===== src/rtl/sel_led_pkg.sv =====
// rtl/sel_led_pkg.sv - shared types and helpers for the sel LED blink-code indicator
//
// Purpose: FSM state encoding, select width and counter width helper shared by
//          sel_led_indicator and sel_led_timer.
// Ports:   none (package).
// Config:  SEL_LED_RESTART_ON_CHANGE_EN is consumed by sel_led_indicator, not here.

package sel_led_pkg;

  localparam int SEL_W = 2;

  typedef enum logic [1:0] {
    IDLE = 2'd0,
    ON   = 2'd1,
    OFF  = 2'd2,
    GAP  = 2'd3
  } state_t;

  // The counter is only ever loaded with (phase length - 1), so $clog2 of the
  // longest phase is enough bits; clamp to 1 so a design with all phases of one
  // cycle still gets a legal vector.
  function automatic int cnt_width(input int on_cycles, input int off_cycles,
                                   input int gap_cycles);
    int m;
    m = on_cycles;
    if (off_cycles > m) m = off_cycles;
    if (gap_cycles > m) m = gap_cycles;
    return (m > 1) ? $clog2(m) : 1;
  endfunction

endpackage


===== src/rtl/sel_led_timer.sv =====
// rtl/sel_led_timer.sv - loadable saturating down-counter with registered done flag
//
// Purpose: times the ON, OFF and GAP phases. A load strobe sets the count; with
//          no load it counts down by one per cycle and holds at zero.
// Ports:
//   clk         input   system clock
//   reset       input   synchronous active-low reset (count cleared, done set)
//   load        input   load strobe, takes priority over counting
//   load_value  input   value loaded on load (phase length - 1)
//   done        output  registered, high while the count is zero

module sel_led_timer #(
  parameter int W = 8
) (
  input  logic         clk,
  input  logic         reset,
  input  logic         load,
  input  logic [W-1:0] load_value,
  output logic         done
);

  logic [W-1:0] cnt;

  // done is kept in step with cnt so it equals (cnt == 0) from a flop
  always_ff @(posedge clk) begin
    if (!reset) begin
      cnt  <= '0;
      done <= 1'b1;
    end else if (load) begin
      cnt  <= load_value;
      done <= (load_value == '0);
    end else if (cnt != '0) begin
      cnt  <= cnt - W'(1);
      done <= (cnt == W'(1));
    end
  end

endmodule


===== src/rtl/sel_led_indicator.sv =====
// rtl/sel_led_indicator.sv - shows the 2-bit sel state as a repeating LED blink code
//
// Purpose: each frame is sel+1 LED pulses (ON high, OFF low between pulses)
//          followed by a GAP low period, repeated with no dead cycles. sel is
//          latched at frame start.
// Config:  `define SEL_LED_RESTART_ON_CHANGE_EN to abort a frame in ON/OFF when
//          sel differs from the latched value (jumps to a full GAP).
// Ports:
//   clk          input   system clock
//   reset        input   synchronous active-low reset
//   sel          input   state to display (0..3, 3 shows as four pulses)
//   led          output  registered LED drive, high = lit
//   frame_start  output  registered pulse in the first ON cycle of each frame
//   busy_sel     output  registered sel value latched for the current frame

module sel_led_indicator
  import sel_led_pkg::*;
#(
  parameter int ON_CYCLES  = 25000000,
  parameter int OFF_CYCLES = 25000000,
  parameter int GAP_CYCLES = 100000000
) (
  input  logic             clk,
  input  logic             reset,
  input  logic [SEL_W-1:0] sel,
  output logic             led,
  output logic             frame_start,
  output logic [SEL_W-1:0] busy_sel
);

  localparam int CNT_W = cnt_width(ON_CYCLES, OFF_CYCLES, GAP_CYCLES);

  localparam logic [CNT_W-1:0] ON_LOAD  = CNT_W'(ON_CYCLES - 1);
  localparam logic [CNT_W-1:0] OFF_LOAD = CNT_W'(OFF_CYCLES - 1);
  localparam logic [CNT_W-1:0] GAP_LOAD = CNT_W'(GAP_CYCLES - 1);

  state_t           state_q, state_d;
  logic [SEL_W-1:0] pulses_left_q, pulses_left_d;
  logic             led_d;
  logic             frame_start_d;
  logic [SEL_W-1:0] busy_sel_d;
  logic             start_frame;
  logic             tmr_load;
  logic [CNT_W-1:0] tmr_load_value;
  logic             tmr_done;

  sel_led_timer #(
    .W (CNT_W)
  ) u_timer (
    .clk        (clk),
    .reset      (reset),
    .load       (tmr_load),
    .load_value (tmr_load_value),
    .done       (tmr_done)
  );

  always_ff @(posedge clk) begin
    if (!reset) begin
      state_q       <= IDLE;
      pulses_left_q <= '0;
      led           <= 1'b0;
      frame_start   <= 1'b0;
      busy_sel      <= '0;
    end else begin
      state_q       <= state_d;
      pulses_left_q <= pulses_left_d;
      led           <= led_d;
      frame_start   <= frame_start_d;
      busy_sel      <= busy_sel_d;
    end
  end

  always_comb begin
    state_d        = state_q;
    pulses_left_d  = pulses_left_q;
    led_d          = led;
    frame_start_d  = 1'b0;
    busy_sel_d     = busy_sel;
    start_frame    = 1'b0;
    tmr_load       = 1'b0;
    tmr_load_value = ON_LOAD;

    case (state_q)
      IDLE: start_frame = 1'b1;
      GAP:  start_frame = tmr_done;
      ON: begin
        if (tmr_done) begin
          led_d    = 1'b0;
          tmr_load = 1'b1;
          // pulses_left counts the pulses still owed after this one
          if (pulses_left_q != '0) begin
            state_d        = OFF;
            tmr_load_value = OFF_LOAD;
          end else begin
            state_d        = GAP;
            tmr_load_value = GAP_LOAD;
          end
        end
      end
      OFF: begin
        if (tmr_done) begin
          pulses_left_d  = pulses_left_q - SEL_W'(1);
          state_d        = ON;
          led_d          = 1'b1;
          tmr_load       = 1'b1;
          tmr_load_value = ON_LOAD;
        end
      end
      default: start_frame = 1'b1;
    endcase

    // Frame start is shared by the IDLE exit and the GAP wrap so both behave
    // identically; there is never an idle cycle between frames.
    if (start_frame) begin
      busy_sel_d     = sel;
      pulses_left_d  = sel;
      led_d          = 1'b1;
      frame_start_d  = 1'b1;
      state_d        = ON;
      tmr_load       = 1'b1;
      tmr_load_value = ON_LOAD;
    end

`ifdef SEL_LED_RESTART_ON_CHANGE_EN
    // GAP is excluded: it resamples sel at its end anyway.
    if ((state_q == ON || state_q == OFF) && (sel != busy_sel)) begin
      state_d        = GAP;
      led_d          = 1'b0;
      pulses_left_d  = pulses_left_q;
      tmr_load       = 1'b1;
      tmr_load_value = GAP_LOAD;
    end
`endif
  end

endmodule


===== config.mk =====
export PLATFORM = sky130hd
export DESIGN_NAME = sel_led_indicator
export DESIGN_NICKNAME = d
export VERILOG_FILES = /design/src/rtl/sel_led_pkg.sv /design/src/rtl/sel_led_timer.sv /design/src/rtl/sel_led_indicator.sv
export SDC_FILE = /design/constraint.sdc
export NUM_CORES = 1
export LEC_CHECK = 0
export ABC_AREA = 1
export CAP_MARGIN = 40
export CORE_MARGIN = 10
export CORE_UTILIZATION = 35
export CTS_CLUSTER_DIAMETER = 150
export DETAILED_ROUTE_END_ITERATION = 8
export PLACE_DENSITY = 0.59
export SYNTH_ARGS = -nofsm -noshare
export SYNTH_HDL_FRONTEND = slang
export SYNTH_SLANG_ARGS = --single-unit

===== constraint.sdc =====
create_clock -name clk -period 2.05 [get_ports clk]
set_input_delay 0.41 -clock clk [delete_from_list [all_inputs] [get_ports clk]]
set_output_delay 0.41 -clock clk [all_outputs]
set_load 0.01 [all_outputs]

# Word-level counts from Yosys, hierarchy flattened
# Index checks and enable logic that the tools add are counted.
[word_totals] out_inout_bits=4 register_bits=36 in_bits=4 elab_cells=58
[classes] n_bitwise=1 n_eq_ne=8 n_addsub=2 n_reduce_logical=14 muxes=25
[op_table] cell="2-to-1 mux 27 bit" n=6
[op_table] cell="equality test 27 x 1 -> 1 bit, second input constant" n=1
[op_table] cell="logical NOT 27 bit" n=1
[op_table] cell="nonzero test 27 bit" n=1
[op_table] cell="subtractor 27 x 1 -> 27 bit, second input constant" n=1
[op_table] cell="2-to-1 mux 1 bit" n=11
[op_table] cell="2-to-1 mux 2 bit" n=5
[op_table] cell="nonzero test 2 bit" n=5
[op_table] cell="!= test 3 x 2 -> 1 bit, second input constant" n=2
[op_table] cell="AND reduction 3 bit" n=2
[op_table] cell="equality test 2 bit, second input constant" n=2
[op_table] cell="!= test 2 x 1 -> 1 bit, second input constant" n=2
[op_table] cell="case mux 1 bit (2 select lines)" n=2
[op_table] cell="case mux 2 bit (2 select lines)" n=1
[op_table] cell="OR reduction 2 bit" n=2
[op_table] cell="nonzero test 3 bit" n=1
[op_table] cell="equality test 2 x 1 -> 1 bit, second input constant" n=1
[op_table] cell="logical NOT 2 bit" n=1
[op_table] cell="AND reduction 2 bit" n=1
[op_table] cell="subtractor 2 x 1 -> 2 bit, second input constant" n=1
[op_table] cell="inverter 1 bit" n=1

# Depth between registers and ports, before layout
# Gate-level depths: netlist of run 1.
[depth] depth_word=7 ltp_mapped=12 mapped_depth_nobuf=11

# Cells and area by module
# Synthesis of run 1 repeated with hierarchy kept, for this count alone.
[unflattened] cells_unflattened=425 area_unflattened_um2=2536.2
[by_module_without_submodules] mod="sel_led_timer" cells_each=357 seq_area_each_um2=560.5 n_inst=1 area_each_um2=2069.5
[by_module_without_submodules] mod="sel_led_indicator" cells_each=68 seq_area_each_um2=160.2 n_inst=1 area_each_um2=466.7

# Worst setup path after synthesis of run 1
# OpenSTA, ideal clock, no wires.
[synth_timing] path_kind="register -> register" startpoint="reg state_q[0]" endpoint="reg u_timer.cnt[5]" t_required_ps=1970 setup_ps=80 arrival_time_ps=1594 stages_incl_launch_ff=10 slack_ps=376 period_less_slack_ps=1674 path_cell_list="dfxtp_1 -> inv_1 -> ha_1 -> inv_1 -> nand2_2 -> nand2_4 -> inv_2 -> buf_6 -> buf_6 -> a211oi_2"
[synth_between] elab_chain_len=5
[synth_lines] element="from (decl)" line_no="sel_led_indicator.sv:37" text="state_t state_q, state_d;"
[synth_lines] element="from (signal assigned)" line_no="sel_led_indicator.sv:65" text="state_q <= state_d;"
[synth_lines] element="equality test 2 bit / equality test 2 x 1 -> 1 bit (equally long branches)" line_no="sel_led_indicator.sv:83" text="case (state_q)"
[synth_lines] element="OR reduction 2 bit (no line)"
[synth_lines] element="2-to-1 mux 1 bit"
[synth_lines] element="2-to-1 mux 1 bit" line_no="sel_led_indicator.sv:114" text="if (start_frame) begin"
[synth_lines] element="2-to-1 mux 27 bit / nonzero test 2 bit (equally long branches)"
[synth_lines] element="to (signal assigned)" line_no="sel_led_timer.sv:30" text="cnt <= load_value;"
[synth_lines] element="to (signal assigned)" line_no="sel_led_timer.sv:33" text="cnt <= cnt - W'(1);"
[synth_lines] element="to (decl)" line_no="sel_led_timer.sv:22" text="logic [W-1:0] cnt;"
# Parallel ways exist; a longest one is shown, timed or not.
# A chain may end at the register's enable or synchronous reset.

# Worst setup path in the final report of run 1
[layout_timing] startpoint="reg u_timer.cnt[0]" endpoint="reg u_timer.cnt[19]"
[layout_between] elab_chain_len=3
[layout_lines] element="subtractor 27 x 1 -> 27 bit" line_no="sel_led_timer.sv:33"
[layout_lines] element="2-to-1 mux 27 bit" line_no="sel_led_timer.sv:32" text="end else if (cnt != '0) begin"
[layout_lines] element="2-to-1 mux 27 bit" line_no="sel_led_timer.sv:29" text="end else if (load) begin"
# Parallel ways exist; a longest one is shown, timed or not. The select of a mux whose other input is x is not followed.

==> results of run 1 <==
routing by layer:
layer,track usage [%],vias up,wire length (µm)
met5,0,-,0
met1,14.5,973,2700
li1,-,1087,-
met3,2.93,11,322
met4,4.30,0,157
met2,19.6,60,2450
repair_timing:
item / 4_1_cts / 5_1_grt
gates resized for setup: 0 / 3
endpoints found under the hold margin: 0 / 0
setup endpoints to repair: 0 / 7
setup buffers: 0 / 0
sequential cells by signal (all words and copies together) (netlist names):
name and cells:
busy_sel 2, frame_start 1, led 1, pulses_left_q 2, state_q 2, u_timer.cnt 27
u_timer.done 1
cells in the final DEF, fill, tap and decap left out, types with 2 or more instances in the layout:
| cell | count |
|---|---|
| dfxtp_1 | 34 |
| nand3_1 | 22 |
| nand4_1 | 8 |
| nor3_1 | 4 |
| nor2_1 | 65 |
| inv_1 | 39 |
| nand2_4 | 2 |
| nor2_4 | 3 |
| dfxtp_2 | 2 |
| nand2_1 | 71 |
| o21ai_0 | 14 |
| a211oi_1 | 3 |
| a21oi_1 | 21 |
| ha_1 | 8 |
| o21bai_1 | 2 |
| buf_4 | 4 |
| nor2_2 | 3 |
| nand2_2 | 4 |
| clkdlybuf4s50_1 | 7 |
| a31oi_1 | 4 |
| clkbuf_8 | 5 |
| bufinv_16 | 3 |
| xor2_1 | 4 |
worst min-delay path, delay by kind of cell, from the launching register on:
| kind | cells | cell delay [ns] |
|---|---|---|
| simple gates | 1 | 0.06 |
| compound gates | 1 | 0.05 |
| flops | 1 | 0.32 |
final timing paths:
path	endpoint	depth (start not counted)	from	slack [ns]
worst max-delay path	u_timer.cnt[19]	9	u_timer.cnt[0]	0.22
worst min-delay path	busy_sel[1]	2	busy_sel[1]	0.47
worst max register to register	u_timer.cnt[19]	9	u_timer.cnt[0]	0.22
worst min register to register	busy_sel[1]	2	busy_sel[1]	0.47
cells by family after synthesis:
logic type                 Yosys count
buffers and inverters               45
AOI/OAI and AO/OA                   48
DFF                                 36
adders and majority gates            9
xor gates and xnor gates             5
and+or+nand+nor                    186
per-stage QoR:
step           util, %  area (µm²)  worst slack (ns)  hold WS, ns  instances
2_1_floorplan        -        2180             0.376        0.468        329
3_3_place_gp      39.2        2350             0.164        0.466        411
3_5_place_dp      39.2        2350             0.181        0.464        411
4_1_cts           41.8        2500             0.165        0.477        419
5_1_grt           41.9        2510            0.0311        0.506        419
6_report          41.9        2510             0.216        0.473        419
where the power goes:
group | internal [W] | switching, W
clock | 0.000609 | 0.000274
sequential | 0.000966 | 0.000256
combinational | 0.000789 | 0.00154
final cells by class:
class | instances | area, µm²
clock buffer | 5 | 68.8
clock inverter | 3 | 90.1
tap | 75 | 93.8
sequential | 36 | 723
inverter | 41 | 155
fill | 627 | 3480
timing repair buffer | 11 | 100
multi-input combinational | 248 | 1280
==> impl_results.md, run 1 <==
- # DRC: 0
- CTS Buf Count: 5
- Lkg Pwr: between 1 and 1.5 nW
- CP dominant cell by count: nand2_2
- Die H: slightly below 100 µm
- Max Freq: 545 MHz
- Layout cells sized above 1: 9.59%
- Synth Area per Inst: 6.63 µm²
- Placer Congestion: 0.869
- CP max FO: 9
- Drt pass-1 iters: 4
- Gr usage total: between 10% and 20%
- RSZ-0062 raised after global routing: no
- Htree depth: 2
- Final TNS setup: 0 ns
- CP Capture Type: flip-flop
- Antenna cells: 0
- Max Slew Vio Count: 0
- Row count: 28
- Initial antenna violation count: 0
- TritonCTS sink count: 36
- Number of distinct library cells after synthesis: 31
- Synth top area share: around a third
- Most frequent cells after synthesis: nand2_1 (71), nor2_1 (65), inv_1 (39)
- Seq/Total Area, Yosys: around 33%
- Area Overhead vs Synth: 15.0%
- WP data required: about 2.2 ns
- IO buf count: 7
- Cell chosen for the clock root: clkbuf_8
- Synth top area cells: dfxtp_1 (33%), nand2_1 (12%), nor2_1 (11%), inv_1 (6.7%), ha_1 (5.2%)
- HPWL Detailed: ~4400 µm
- CP Data Arrival Time: around 2 ns
- Tcrit/Tclk final: about nine tenths
- Ys flop type: dfxtp_1
- Antenna Nets Post-Route: 0
- Most frequent cell after synthesis: nand2_1
- Max-cap viol count: 0
- Multiplexer area fraction after synthesis: 0%
- P per Cell Area: ~1800 nW/µm²
- Count of final setup violators: 0
- Hold WC Path Type: flip-flop to flip-flop
- Total wire length: roughly 5600 µm
- Yosys warns: 0
- First-pass GRT wire length: just under 10000 µm
- Mapped Cells: 329
- Slew HR: roughly two thirds
- Buf/Inv on CP: 2
- Startpoint Class: flip-flop
- Simple-gate share of the synthesized area: between 30% and 40%
- Async SR Flop Fraction: 0%
- Fin. Hold Viols: 0
- Mapped Area: roughly 2200 µm²
- Die ar.: about 10000 µm²
- # nets final: between 300 and 400
- Crit-path cells: inv_1 -> ha_2 -> nand2_2 -> nor2_4 -> nand2_2 -> clkinv_2 -> nand3_2 -> nand2_2 -> a21oi_1
- Min Tclk post-route: 1.83 ns
- Syn_nets: ~340
- CP max stage cell: dfxtp_1
- Least-Margin Pin Slew: 0.495 ns
- Vias: around 2100
- Synth area leader: dfxtp_1
- Ports: 8
- Initial cell density of the core: 36.4%
- Adder-cell share of the synthesized area: just over 5%
- Post-synth EDFFs: 0
- Vias per cell: approximately 5
- GRT overflow: 0
- Peak VDD IR: 0.713 mV
- Wire per inst: around 13 µm
- Pin count of the biggest net entering global routing: 15
- Seq cells post-synth: 36
- DIE WIDTH: 99.0 µm
- Core Area: around 6000 µm²
- Worst-path clk slew: about 0.08 ns
- Power, Total: between 0.004 and 0.005 W
- Worst Clk Skew: slightly below 0.007 ns
- Vias in the first global route: 2076
- Kind of critical path: flip-flop to flip-flop
- DR iter-0 viols: roughly 110
- Compound-Gate Fraction of Synth Area: between 10% and 20%
- CP delay by family, top: simple AND/OR/NAND/NOR gates
- Clk Latency, worst-skew pair: between 0.2 and 0.3 ns
- Outcome: completed
- CTS max path bufs: 2
- Hold Buf Count CTS: 0
- Post-synthesis xor/xnor area fraction: ~2%
- CTS tree: yes
- Largest family of logic cells by synthesized area: simple AND/OR/NAND/NOR gates
- CP max stage delay: ~0.34 ns
(Power assumes the default switching activity.)
==> run 2, diff against run 1 <==
CELL_PAD_IN_SITES_DETAIL_PLACEMENT = 0   (was unset)
CELL_PAD_IN_SITES_GLOBAL_PLACEMENT = 1   (was unset)
PLACE_DENSITY = 0.74   (was 0.59)
==> run 2 against run 1 <==
Net effect: register-to-register slack worse by 0.02 ns; clock power is 39% lower; largest power group unchanged; critical endpoint is now u_timer.cnt[6]; final cell count is 1.2% higher; worst hold slack got worse by 0.0073 ns; non-clock buffer count rose by 5; maximum frequency decreased by 1.1%; sequential share of layout area rose by 0.26 points; die area unchanged; sequential power hardly changed; critical path type unchanged; combinational power grew 4%; worst setup slack worse by 0.021 ns.
==> impl_results.md, run 2 (synthesized netlist as in run 1, its figures left out) <==
- CTS Buf Count: 5 (unchanged)
- Hold Buf Count CTS: 0 (unchanged)
- # DRC: 0 (unchanged)
- Layout fillers: 666 (+6.2%)
- DR iter-0 viols: 141 (+32%)
- CTS max path bufs: 2 (unchanged)
- DIE WIDTH: 99.0 µm (unchanged)
- RSZ-0062 raised after global routing: no
- WP data required: 2.24 ns (about the same)
- Reg-to-reg startpoint: state_q[0]
- Routed met2 length: 2850 µm (+16%)
- Reg with most FFs: u_timer.cnt
- Outcome: completed
- Core Area: 5990 µm² (unchanged)
- GRT overflow: 0 (unchanged)
- Max-cap viol count: 0 (unchanged)
- First-pass GRT wire length: 9870 µm (+1.3%)
- Fin. Hold Viols: 0 (unchanged)
- FF/Latch Area: 723 µm² (unchanged)
- Die H: 99.0 µm (unchanged)
- Wire per inst: 14.1 µm (+4.9%)
- Lkg Pwr: 1.12 nW (about the same)
- Kind of critical path: flip-flop to flip-flop
- Max Freq: 539 MHz (-1.1%)
- Tcrit/Tclk final: 90.5% (+1.0 points)
- Worst Clk Skew: 0.00833 ns (+0.00152 ns)
- Ports: 8 (unchanged)
- Initial cell density of the core: 36.4% (unchanged)
- Total wire length: 5980 µm (+6.1%)
- TritonCTS sink count: 36 (unchanged)
- Final TNS setup: 0 ns (unchanged)
- M1 WL: 2860 µm (+5.8%)
- Placer Congestion: 0.822 (-5.5%)
- Top sig layer: met4
- Worst Reg-to-Reg Cells: 11 (+2)
- Min Tclk post-route: 1.85 ns (+0.0209 ns)
- Hold WC Path Type: flip-flop to flip-flop
- Peak VDD IR: 0.735 mV (+3.0%)
- P per Cell Area: 1680 nW/µm² (-4.9%)
- CP Capture Type: flip-flop
- Hold Path Sink: led
- Worst-path clk slew: 0.08 ns (about the same)
- Antenna cells: 0 (unchanged)
- Resize count post-CTS: 0 (unchanged)
- Die ar.: 9790 µm² (unchanged)
- Row count: 28 (unchanged)
- Vias in the first global route: 1982 (-4.5%)
- IO buf count: 7 (unchanged)
- WHS Path Cells: 2 (unchanged)
- Gr usage total: 12.3% (+0.41 points)
- Initial antenna violation count: 0 (unchanged)
- CTS tree: yes
- Startpoint Class: flip-flop
- Drt pass-1 iters: 4 (unchanged)
- Vias: 2108 (-1.1%)
- Area Overhead vs Synth: 14.0%
- Layout cells sized above 1: 10.6% (+1.0 points)
- Pin count of the biggest net entering global routing: 13 (-2)
- Worst hold start: led
- Most common cell after layout, fill and taps aside: nand2_1
- Max Slew Vio Count: 0 (unchanged)
- Htree depth: 2 (unchanged)
- Slew HR: 68.2% (+1.5 points)
- Reg2reg end: u_timer.cnt[6]
- HPWL Detailed: 4690 µm (+7.9%)
- CP max stage cell: dfxtp_2
- Max reg flops: 27 (unchanged)
- Clk Latency, worst-skew pair: 0.30 ns (about the same)
- Most frequent cells in the layout: nand2_1 (71), nor2_1 (65), inv_1 (39)
- R2r setup slk: 0.20 ns (-0.02 ns)
- CP Data Arrival Time: 2.05 ns (+0.04 ns)
- Util after Layout: 41.5% (-0.38 points)
- Vias per cell: 4.97 (-2.2%)
- Post CTS Setup Buffer Count: 0 (unchanged)
- Antenna Nets Post-Route: 0 (unchanged)
- # nets final: 361 (+1.4%)
- Met3 wire length: 192 µm (-40%)
- Multi-input logic area: 1280 µm² (+0.39%)
- Cell chosen for the clock root: clkbuf_8
- Least-Margin Pin Slew: 0.472 ns (-0.0226 ns)
- Crit-path cells: inv_1 -> ha_1 -> inv_1 -> nand2_2 -> nand2_4 -> clkinv_2 -> buf_4 -> o21ai_0 -> a21oi_1 -> nor2_1 -> nor2_1
- CP max stage delay: 0.38 ns (+0.04 ns)
- CP max FO: 11 (+2)
- Count of final setup violators: 0 (unchanged)
run 2: changes by cell type in the layout (fill, tap and decap cells not counted), sizes merged:
cell,before,now
clkbuf,5,6
bufinv,3,0
clkinv,1,4
buf,4,9
inv,40,39
run 2: critical path: cells and delay by family (launching register included):
| kind | cells | cell delay [ns] |
|---|---|---|
| buffers and inverters | 4 | 0.58 |
| AOI/OAI and AO/OA | 2 | 0.12 |
| adders and majority gates | 1 | 0.31 |
| DFF | 1 | 0.38 |
| and+or+nand+nor | 4 | 0.35 |
run 2: routing by layer:
metal / track usage [%] / up-vias
met5: 0 / -
met4: 4.63 / 0
met3: 1.89 / 7
met2: 20.2 / 38
met1: 15.7 / 965
li1: - / 1098
run 2: worst max path at each step:
| stage | start | endpoint | slack, ns | depth (start not counted) |
|---|---|---|---|---|
| final | state_q[0] | u_timer.cnt[6] | 0.20 | 11 |
| after global routing | state_q[0] | u_timer.cnt[26] | 0.02 | 9 |
| after CTS | state_q[0] | u_timer.cnt[15] | 0.12 | 9 |
| after detailed placement | state_q[0] | u_timer.cnt[11] | 0.14 | 9 |
| after global placement | state_q[0] | u_timer.cnt[11] | 0.19 | 9 |
| after floorplan | state_q[0] | u_timer.cnt[5] | 0.38 | 9 |
run 2: per-stage QoR:
| stage | setup slack, ns | instance area, µm² | total power, W | cells | hold WS, ns |
|---|---|---|---|---|---|
| 5_1_grt | 0.0208 | 2490 | 0.00462 | 424 | 0.487 |
| 4_1_cts | 0.120 | 2480 | 0.00419 | 424 | 0.469 |
| 6_report | 0.195 | 2490 | 0.00418 | 424 | 0.466 |
| 3_3_place_gp | 0.194 | 2380 | 0.00363 | 416 | 0.459 |
| 2_1_floorplan | 0.376 | 2180 | 0.00298 | 329 | 0.468 |
| 3_5_place_dp | 0.136 | 2380 | 0.00365 | 416 | 0.457 |
run 2: cell type report:
class | count | area share (%)
clock buffer | 6 | 3.32
multi-input combinational | 248 | 51.6
sequential | 36 | 29.1
timing repair buffer | 16 | 5.53
inverter | 41 | 6.29
tap | 75 | 3.77
clock inverter | 2 | 0.402
run 2: power by group:
part,internal (W),switching (W),total (W)
logic,0.000842,0.00158,0.00242
registers,0.000967,0.000256,0.00122
clock network,0.000268,0.000268,0.000537
